### src/rtl/pipe_stage_buf.sv
// One pipeline-stage register with a valid/ready handshake, flush and bubble gating.
// SKID=1 adds a second entry so that ready_o comes straight from a flop.
module pipe_stage_buf #(
   parameter int unsigned CTRL_W = 4,
   parameter int unsigned DATA_W = 64,
   parameter int unsigned ADDR_W = 5,
   parameter int unsigned SKID   = 1
) (
   input  logic              clk_i,
   input  logic              rst_i,
   input  logic              flush_i,
   input  logic              valid_i,
   output logic              ready_o,
   input  logic [CTRL_W-1:0] ctrl_i,
   input  logic [DATA_W-1:0] data_i,
   input  logic [ADDR_W-1:0] rd_i,
   output logic              valid_o,
   input  logic              ready_i,
   output logic [CTRL_W-1:0] ctrl_o,
   output logic [DATA_W-1:0] data_o,
   output logic [ADDR_W-1:0] rd_o,
   output logic [1:0]        occ_o,
   output logic [7:0]        drop_cnt_o
);

   logic              m_vld_q, m_vld_d, s_vld_q, s_vld_d;
   logic [CTRL_W-1:0] m_ctrl_q, m_ctrl_d, s_ctrl_q, s_ctrl_d;
   logic [DATA_W-1:0] m_data_q, m_data_d, s_data_q, s_data_d;
   logic [ADDR_W-1:0] m_rd_q, m_rd_d, s_rd_q, s_rd_d;
   logic [7:0]        drop_q, drop_d;
   logic [8:0]        drop_sum;
   logic              in_fire, out_fire;

   assign ready_o  = (SKID != 0) ? !s_vld_q : (!m_vld_q || ready_i);
   assign in_fire  = valid_i && ready_o;
   assign out_fire = m_vld_q && ready_i;

   assign valid_o    = m_vld_q;
   assign ctrl_o     = m_vld_q ? m_ctrl_q : '0;
   assign rd_o       = m_vld_q ? m_rd_q : '0;
   assign data_o     = m_data_q;
   assign occ_o      = {1'b0, m_vld_q} + {1'b0, s_vld_q};
   assign drop_cnt_o = drop_q;

   // occ_o >= out_fire always, so the sum cannot underflow
   assign drop_sum = {1'b0, drop_q} + {7'd0, occ_o} + {8'd0, in_fire} - {8'd0, out_fire};

   always_comb begin
      m_vld_d  = m_vld_q;
      m_ctrl_d = m_ctrl_q;
      m_data_d = m_data_q;
      m_rd_d   = m_rd_q;
      s_vld_d  = s_vld_q;
      s_ctrl_d = s_ctrl_q;
      s_data_d = s_data_q;
      s_rd_d   = s_rd_q;
      drop_d   = drop_q;
      if (flush_i) begin
         m_vld_d  = 1'b0;
         m_ctrl_d = '0;
         s_vld_d  = 1'b0;
         s_ctrl_d = '0;
         drop_d   = drop_sum[8] ? 8'hFF : drop_sum[7:0];
      end else if (!m_vld_q || out_fire) begin
         // head is free this cycle: refill from skid first to keep order
         if (s_vld_q) begin
            m_vld_d  = 1'b1;
            m_ctrl_d = s_ctrl_q;
            m_data_d = s_data_q;
            m_rd_d   = s_rd_q;
            s_vld_d  = 1'b0;
         end else if (in_fire) begin
            m_vld_d  = 1'b1;
            m_ctrl_d = ctrl_i;
            m_data_d = data_i;
            m_rd_d   = rd_i;
         end else begin
            m_vld_d  = 1'b0;
         end
      end else if (in_fire && SKID != 0) begin
         s_vld_d  = 1'b1;
         s_ctrl_d = ctrl_i;
         s_data_d = data_i;
         s_rd_d   = rd_i;
      end
   end

   always_ff @(posedge clk_i or posedge rst_i) begin
      if (rst_i) begin
         m_vld_q  <= 1'b0;
         m_ctrl_q <= '0;
         m_data_q <= '0;
         m_rd_q   <= '0;
         s_vld_q  <= 1'b0;
         s_ctrl_q <= '0;
         s_data_q <= '0;
         s_rd_q   <= '0;
         drop_q   <= '0;
      end else begin
         m_vld_q  <= m_vld_d;
         m_ctrl_q <= m_ctrl_d;
         m_data_q <= m_data_d;
         m_rd_q   <= m_rd_d;
         s_vld_q  <= s_vld_d;
         s_ctrl_q <= s_ctrl_d;
         s_data_q <= s_data_d;
         s_rd_q   <= s_rd_d;
         drop_q   <= drop_d;
      end
   end

endmodule

### config.mk
export PLATFORM = sky130hd
export DESIGN_NAME = pipe_stage_buf
export DESIGN_NICKNAME = d
export VERILOG_FILES = /design/src/rtl/pipe_stage_buf.sv
export SDC_FILE = /design/constraint.sdc
export NUM_CORES = 1
export LEC_CHECK = 0
export CAP_MARGIN = 20
export CORE_UTILIZATION = 45
export DETAILED_ROUTE_END_ITERATION = 8
export PLACE_DENSITY = 0.73
export SLEW_MARGIN = 20
export SYNTH_ARGS = -nofsm -noshare
export SYNTH_HDL_FRONTEND = slang
export SYNTH_SLANG_ARGS = --single-unit
### constraint.sdc
create_clock -name clk_i -period 9.98 [get_ports clk_i]
set_clock_uncertainty 0.1 [all_clocks]
set_input_delay 1.996 -clock clk_i [delete_from_list [all_inputs] [get_ports clk_i]]
set_output_delay 1.996 -clock clk_i [all_outputs]
set_load 0.01 [all_outputs]
==> results of run 1 <==
==> cell usage after synthesis, types with 4 or more instances <==
library cell / instances
sky130_fd_sc_hd__mux2i_1: 73
sky130_fd_sc_hd__nor2_1: 76
sky130_fd_sc_hd__xnor2_1: 5
sky130_fd_sc_hd__ha_1: 10
sky130_fd_sc_hd__dfrtp_1: 156
sky130_fd_sc_hd__clkbuf_1: 7
sky130_fd_sc_hd__a21oi_1: 78
sky130_fd_sc_hd__inv_1: 16
sky130_fd_sc_hd__a211oi_1: 4
sky130_fd_sc_hd__o21ai_0: 4
sky130_fd_sc_hd__and2_1: 10
sky130_fd_sc_hd__nand2_1: 210
sky130_fd_sc_hd__buf_2: 31
sky130_fd_sc_hd__o22a_1: 8
sky130_fd_sc_hd__a22o_1: 4
==> layout by cell type (no fill, tap or decap), types with 2 or more instances in the layout <==
master                              n
sky130_fd_sc_hd__a31oi_1            2
sky130_fd_sc_hd__clkbuf_16         17
sky130_fd_sc_hd__mux2i_1           73
sky130_fd_sc_hd__dfrtp_1          155
sky130_fd_sc_hd__fa_1               2
sky130_fd_sc_hd__xnor2_1            5
sky130_fd_sc_hd__bufinv_16          2
sky130_fd_sc_hd__nor2b_1            2
sky130_fd_sc_hd__a21oi_1           78
sky130_fd_sc_hd__nand2_1          210
sky130_fd_sc_hd__o22a_1             8
sky130_fd_sc_hd__clkinv_2           3
sky130_fd_sc_hd__inv_6              4
sky130_fd_sc_hd__o21ai_0            4
sky130_fd_sc_hd__buf_4              6
sky130_fd_sc_hd__ha_1              10
sky130_fd_sc_hd__a22o_1             4
sky130_fd_sc_hd__clkinv_4           2
sky130_fd_sc_hd__clkdlybuf4s50_1  162
sky130_fd_sc_hd__nor2_1            76
sky130_fd_sc_hd__clkbuf_8           3
sky130_fd_sc_hd__a211oi_1           4
sky130_fd_sc_hd__clkinvlp_4         2
sky130_fd_sc_hd__inv_1             15
sky130_fd_sc_hd__and2_1            10
sky130_fd_sc_hd__nand2b_1           3
==> per-layer routing <==
metal  vias to the layer above  track usage (%)
met1                      2477            28.07
met3                        21            6.457
li1                       2646                -
met2                       140            31.65
met4                         0            6.095
met5                         -                0
==> state kept, by name, summed over array words and instances, names as in the netlist, 4 cells and up <==
name and flops:
drop_cnt_o 8, s_data_q 64, data_o 64, m_rd_q 5, m_ctrl_q 4, s_ctrl_q 4, s_rd_q 5
==> power groups by stage <==
| stage | registers, mW | clock network [mW] | logic (mW) |
|---|---|---|---|
| 3_5_place_dp | 0.843 | 0 | 0.544 |
| 6_report | 0.832 | 0.653 | 0.542 |
| 5_1_grt | 0.850 | 0.699 | 0.606 |
| 3_3_place_gp | 0.839 | 0 | 0.537 |
| 4_1_cts | 0.833 | 0.671 | 0.548 |
| 2_1_floorplan | 0.855 | 0 | 0.311 |
==> metrics by stage <==
stage	instances	hold slack [ns]	instance area, sq um	setup WS [ns]
CTS	1064	0.3771	9251	5.510
detailed placement	1032	0.3622	8651	5.069
global placement	1032	0.3565	8651	5.087
floorplan	717	0.3443	6935	3.677
finish	1064	0.3729	9251	5.515
global route	1064	0.3938	9251	5.236
==> worst max-delay path by stage <==
stage,cells past startpoint,to
finish,11,drop_cnt_o[5]
CTS,4,s_ctrl_q[2]
detailed placement,4,s_ctrl_q[2]
global route,6,data_o[37]
global placement,11,drop_cnt_o[5]
floorplan,1,data_o[0]
==> tightest hold or removal path, stage by stage, from the launching register on <==
cell                      delay, ns
sky130_fd_sc_hd__dfrtp_1       0.34
sky130_fd_sc_hd__nand2_1       0.05
sky130_fd_sc_hd__nand2_1       0.05
==> layout make-up <==
class	instances	area [sq um]	area share [%]
Inverter	17	68.82	0.7438
Timing Repair Buffer	168	1667	18.01
Sequential cell	156	3908	42.24
Clock buffer	20	466.7	5.045
Tap cell	188	235.2	2.543
Clock inverter	12	133.9	1.447
Multi-Input combinational cell	503	2773	29.97
==> kinds of logic after synthesis <==
family	Yosys count	share of synthesized area (%)
fa+ha+maj	12	2.381
flops	156	56.29
compound gates	104	8.551
mux	73	10.54
buf+inv	58	3.915
xor+xnor	6	0.7577
simple gates	308	17.57
==> impl.org, run 1 <==
** Outcome
- The flow ran to the end, and the final reports show no timing, DRC or antenna violations.

** Power
- Switching power share of the total :: ~30%
- In this run, the clock network consumes 32.2% of the power.
- IR analysis of the VDD net gives a maximum drop of approximately 0.15 mV.
- Overall power consumption after layout is estimated at 2.027 mW.
- In this run, flip-flops and latches consume 41.0% of the power.
- For this design the static power due to leakage is approximately 4.1 nW.
- Cell-internal power :: 1.435 mW
- Switching component of the power :: 0.5923 mW
- For this design the ratio of total power to cell area is 219.2 nW/um^2.
- Combinational logic is responsible for 26.7% of the overall power.

** Floorplan
- In this run the standard cell core region covers 15150 sq um.
- Effective utilization at floorplan :: 45.79%
- The die is 126.1 um wide.
- Full die area :: 15910 sq um
- Row cnt :: 45
- Number of placed I/O pins :: 163
- Y dimension of the die :: 126.1 um

** Worst setup path
- The endpoint identified for the worst register-to-register timing path is drop_cnt_o[5].
- STA classifies the critical path endpoint as a flip-flop.
- For the worst setup path, the data arrival time is 4.67 ns.
- The slowest stage of the critical path belongs to the cell sky130_fd_sc_hd__clkdlybuf4s50_1.
- Largest incremental delay on the critical path :: roughly 0.44 ns
- Required arrival time at the worst endpoint :: 10.19 ns
- The number of buffers and inverters on the critical path is 2.
- The number of cells on the worst reg-to-reg path is 10.
- In this run the critical register-to-register path is launched from s_vld_q.
- Type of element launching the critical path :: input port
- The most critical setup path has its startpoint at ready_i.
- In this run the worst path has a maximum fanout of 8.
- Setup slack on the worst reg-to-reg path comes out at 6.81 ns.
- Most common cell on crit path :: sky130_fd_sc_hd__fa_1
- WS Path Type :: in2reg
- Walking the worst path, the cells encountered are clkdlybuf4s50_1 > and2_1 > ha_1 > fa_1 > inv_1 > fa_1 > a211oi_2 > nor4b_1 > or3_1 > nand3_2 > o22a_1.
- Broken down by cell family, the worst path's largest delay share belongs to adder cells.

** STA
- The number of failing hold endpoints at the final stage came to 0.
- Setup-violating endpoint count in the final report :: 0
- Transition time at the pin with the least slew margin :: 1.009 ns
- Max frequency :: about 220 MHz
- Adding up every negative setup slack in the final design gives 0 ns.
- The max-slew violation total from the final report was 0.
- Setup repair after global routing missed its margin :: false
- Dividing the final minimum period by the clock period gives between 40 and 50%.
- The worst pin sits at a relative slew slack of 32.51%.
- Clock period minus worst slack :: 4.465 ns

** Min path
- The min-delay analysis places its worst path in the category reg2reg.
- Cell count of the worst hold path :: 2
- Hold EP :: s_data_q[17]
- The worst hold path begins at s_data_q[17].

** Yosys
- Counting every net in the synthesized netlist gives between 800 and 900.
- Count of cell types in the netlist :: 32
- Cell taking the most area after synthesis :: sky130_fd_sc_hd__dfrtp_1
- Among all flip-flop cells after synthesis, the most frequent one is sky130_fd_sc_hd__dfrtp_1.
- For this run, the register share of the synthesized area comes to 56.29%.
- Flop and latch count out of synthesis :: 156
- Post-Syn Area per Cell :: ~9.7 sq um
- Number of standard cells after synthesis :: 717
- Yosys printed 0 warnings.
- Portion of synthesized cell area occupied by the leading cell type :: a little under three fifths
- By area the synthesized netlist is led by sky130_fd_sc_hd__dfrtp_1 (56%), sky130_fd_sc_hd__nand2_1 (11%), sky130_fd_sc_hd__mux2i_1 (11%).
- The cell area that synthesis handed to floorplanning was ~7000 sq um.
- Async set-reset flop share out of synthesis :: 100.0%
- Number of synthesized flops with an enable pin :: 0

** GRT
- Entering global routing, the biggest net connects between 80 and 90 pins.
- First-pass GRT wire length :: 25.62 mm
- Via count of the first global-routing pass :: 5125
- The number of antenna violations at the first check in global routing is 0.
- For this run the aggregate overflow at the end of global routing stands at 0.
- All-Layer GR Usage :: approximately a fifth

** Cells and area
- For this run, the post-layout net count is 953.
- Utilization of the core after routing :: 61.08%
- Area delta synth->final :: 33.39%
- The number of antenna diodes in the final layout is 0.
- Filler instances :: 1283
- The post-route netlist has under 10% of its cells at a drive strength greater than 1.

** Drt
- Routed length on met2 :: 7.023 mm
- Count of routing violations after the opening detailed-route iteration :: 316
- DRT Wirelength :: 15.40 mm
- Number of antenna-violating nets in the routed design :: 0
- For this run, design rule violations remaining after detail routing come to 0.
- For this block, wires on met1 add up to 7.304 mm.
- The detailed router placed 5284 vias in this run.
- Dividing the detail-routed wire length by the instance count gives 14.48 um.
- The first TritonRoute pass finished after 6 iterations.
- Detail-routed via count per cell :: 4.966
- Routed wl met3 :: slightly below 900 um
- Uppermost layer routed :: met4

** Clock tree
- The tree is rooted in a sky130_fd_sc_hd__clkbuf_16.
- CTS built an H-tree with a depth of 4.
- TritonCTS built the clock tree.
- Clk_lat worst skew :: 0.42 ns
- Number of buffers created by CTS :: 17
- After clock tree synthesis, the flow added hold-fix buffers numbering 0.
- The number of setup buffers added after CTS is 0.
- Clock-pin slew was measured on the worst setup and hold paths at 0.06 ns.
- In this run, post-CTS repair resized a total of 0 instances.
- The longest clock path from root to sink contains 2 buffers.
- For this design, the sink count on the clock tree is 156.

** Placement
- At the end of routability-driven placement, the weighted congestion stood at 0.7869.
- The wire-length estimate of the detail-placed layout is approximately 9.6 mm.
- PortBufs :: roughly 160

** Job
- Total of max-cap violations :: 0
Note: power is estimated with default switching activity, not from simulation.
==> run 2: changes to the inputs <==
--- a/config.mk
+++ b/config.mk
@@ -8,7 +8,7 @@
 export CAP_MARGIN = 20
 export CORE_UTILIZATION = 45
 export DETAILED_ROUTE_END_ITERATION = 8
-export PLACE_DENSITY = 0.73
+export PLACE_DENSITY = 0.76
 export SLEW_MARGIN = 20
 export SYNTH_ARGS = -nofsm -noshare
 export SYNTH_HDL_FRONTEND = slang
==> constraint.sdc (replaced) <==
create_clock -name clk_i -period 4 [get_ports clk_i]
set_clock_uncertainty 0.1 [all_clocks]
set_input_delay 0.8 -clock clk_i [delete_from_list [all_inputs] [get_ports clk_i]]
set_output_delay 0.8 -clock clk_i [all_outputs]
set_load 0.01 [all_outputs]
==> impl.org, run 2 (synthesized netlist as in run 1, its figures left out) <==
** Drt
- Vias after detailed routing :: 5406 (+2.3%)
- The number of detailed-routing iterations run before antenna repair came to 5 (-1).
- The number of DRC markers in iteration 0 came to 286 (-9.5%).
- Number of antenna-violating nets in the routed design :: 0 (unchanged)
- The average routed wire per standard cell is 14.56 um (+0.55%).
- Residual DRC :: 0 (unchanged)
- DRT Wirelength :: 15.59 mm (+1.2%)
- The per-cell via count in the routed design is 5.048 (+1.6%).

** STA
- In the finished design, the share of the clock period the worst path needs comes to 81.59%.
- The final setup violation count was 0 (unchanged).
- Clock period minus worst slack :: between 3 and 4 ns
- Setup TNS after final layout :: 0 ns (unchanged)
- The number of failing hold endpoints at the final stage was 0 (unchanged).
- The max-slew violation total from the final report came to 0 (unchanged).
- The relative slew slack was 44.95% (+12 points).
- Based on the critical path, the design can be clocked at up to 306.4 MHz.
- Setup repair after global routing left no endpoint under its margin.
- Worst hold margin :: 0.3746 ns (+0.001650 ns)
- The pin slew with the least headroom to its limit came to 0.8257 ns (-0.1834 ns).

** Clock tree
- Buffer depth of the longest clock path :: 2 (unchanged)
- TritonCTS built the clock tree.
- Hold-fix buffers at CTS :: 0 (unchanged)
- Post-cts sizing count :: 0 (unchanged)
- The cell sitting at the root of the clock tree is a sky130_fd_sc_hd__clkbuf_16.
- Setup Fix Bufs, Post-CTS :: 0 (unchanged)
- The number of H-tree levels is 4 (unchanged).
- The clock latency on the worst-skew pair is 0.42 ns (about the same).
- The CTS sink count came to 156 (unchanged).
- Number of buffers created by CTS :: 17 (unchanged)
- Clock input transition at the sequential cells of the worst setup and hold paths :: 0.07 ns (about the same)

** GRT
- The first-pass GRT wire length is 25.89 mm (+1.1%).
- The overall routing resource usage was 20.54% (-0.078 points).
- The via count of the first global-routing pass came to 5248 (+2.4%).
- Maximum number of pins on one net before global-route repair :: 139 (+64%)
- Antenna violations before repair :: 0 (unchanged)
- The total congestion overflow after global routing was 0 (unchanged).

** Placement
- The cell count after placement came to 1039 (+0.68%).
- The count of port buffers added during placement came to 162 (unchanged).
- The final weighted congestion of routability-driven global placement was 0.8124 (+3.2%).
- HPWL Detailed :: 9.874 mm (+3.4%)

** Floorplan
- Number of placed I/O pins :: 163 (unchanged)
- The die extent in y is 126.1 um (unchanged).
- Row cnt :: 45 (unchanged)
- Die extent in x :: 126.1 um (unchanged)
- Full die area :: 15910 sq um (unchanged)
- The initial core utilization came to 45.79% (unchanged).
- The core footprint was 15150 sq um (unchanged).

** Cells and area
- The number of inserted diodes is 0 (unchanged).
- The utilization after layout came to 61.59% (+0.50 points).
- The number of filler instances in the final layout came to 1272 (-0.86%).
- Area of combinational cells with multiple inputs :: 2773 sq um (unchanged)
- The number of nets at the end of the flow is 960 (+0.73%).
- Area taken by flip-flops and latches :: 3908 sq um (unchanged)
- Most common cell after layout, fill and taps aside :: sky130_fd_sc_hd__nand2_1
- Leaving out fill and tap cells, the most frequent cells in the layout are sky130_fd_sc_hd__nand2_1 (210), sky130_fd_sc_hd__clkdlybuf4s50_1 (162), sky130_fd_sc_hd__dfrtp_1 (155), sky130_fd_sc_hd__a21oi_1 (78), sky130_fd_sc_hd__nor2_1 (76).
- The count of placed standard cells in the final layout, fillers left out is 1071 (+0.66%).
- The share of layout cells above drive strength 1 came to 6.002% (+0.75 points).
- From synthesis to final layout, the design area changed by 34.49%.

** Power
- Part of the power in registers :: 40.9% (about the same)
- Static leakage :: 4.125 nW (+0.56%)
- Clock Power Share :: 32.1% (about the same)
- The power per unit of standard cell area was 544.7 nW/um^2 (+150%).
- The total power consumption of the routed design came to 5.081 mW (+150%).
- The proportion of total power due to net switching was 29.85% (+0.64 points).
- Combinational Power Share :: 27.0% (+0.3 points)
- The net switching power was 1.517 mW (+160%).
- Worst vdd ir :: 0.4082 mV (+170%)
- The internal power component was 3.564 mW (+150%).

** Outcome
- Result of the run :: completed

** Worst setup path
- STA classifies the critical path startpoint as an input port.
- Required arrival time at the worst endpoint :: 4.20 ns (-5.99 ns)
- The worst-path maximum fanout came to 8 (unchanged).
- Kind of capture point of the worst setup path :: flip-flop
- The worst setup path is of the in2reg kind.
- The arrival time at the worst endpoint is 3.47 ns (-1.20 ns).

** Job
- The number of max-cap violations was 0 (unchanged).

** Min path
- Min-delay worst type :: reg2reg
-- run 2: cell count changes in the layout (fill, tap and decap cells not counted), sizes merged --
cell,delta
buf,+7
clkbuf,-2
clkinv,-3
clkinvlp,+4
inv,+1
-- run 2: critical path: stages --
cell and delay (ns):
sky130_fd_sc_hd__clkdlybuf4s50_1 0.43, sky130_fd_sc_hd__and2_1 0.15, sky130_fd_sc_hd__ha_1 0.29, sky130_fd_sc_hd__fa_1 0.40, sky130_fd_sc_hd__inv_1 0.08, sky130_fd_sc_hd__fa_1 0.23
sky130_fd_sc_hd__a211oi_2 0.10, sky130_fd_sc_hd__nor4b_1 0.39, sky130_fd_sc_hd__or3_1 0.18, sky130_fd_sc_hd__nand3_2 0.18, sky130_fd_sc_hd__o22a_1 0.24
-- run 2: layout make-up --
class                           instances  area share (%)
Clock buffer                           18           4.708
Clock inverter                         14           1.730
Inverter                               17          0.7243
Multi-Input combinational cell        503           29.73
Sequential cell                       156           41.89
Tap cell                              188           2.522
Timing Repair Buffer                  175           18.70
-- run 2: per-layer routing --
layer  track usage (%)  vias to the layer above  share of wire, %
met5                 0                        -                 0
met4             7.371                        0               1.7
met3             5.310                       21               5.5
met2             31.82                      141                46
met1             27.95                     2589                46
li1                  -                     2655                 -
-- run 2: worst paths after layout --
check	to	start	slack (ns)	cells after the start
max reg2reg	drop_cnt_o[4]	valid_o	0.93	10
min	s_data_q[47]	s_data_q[47]	0.37	2
min in group asynchronous	s_data_q[41]	rst_i	0.61	2
max in group asynchronous	s_data_q[25]	rst_i	2.31	4
max	drop_cnt_o[4]	ready_i	0.74	11
min reg2reg	s_data_q[47]	s_data_q[47]	0.37	2
-- run 2: power by group through the flow --
| stage | registers (mW) | logic, mW | clock network [mW] |
|---|---|---|---|
| 6_report | 2.08 | 1.37 | 1.63 |
| 5_1_grt | 2.12 | 1.53 | 1.73 |
| 4_1_cts | 2.08 | 1.39 | 1.66 |
| 3_5_place_dp | 2.10 | 1.38 | 0 |
| 3_3_place_gp | 2.09 | 1.35 | 0 |
| 2_1_floorplan | 2.13 | 0.775 | 0 |
-- run 2: per-stage QoR --
stage / area, sq um / worst slack, ns
5_1_grt: 9328 / 0.5774
2_1_floorplan: 6939 / 1.020
3_3_place_gp: 8727 / 0.4371
6_report: 9328 / 0.7364
3_5_place_dp: 8727 / 0.3272
4_1_cts: 9328 / 0.7416
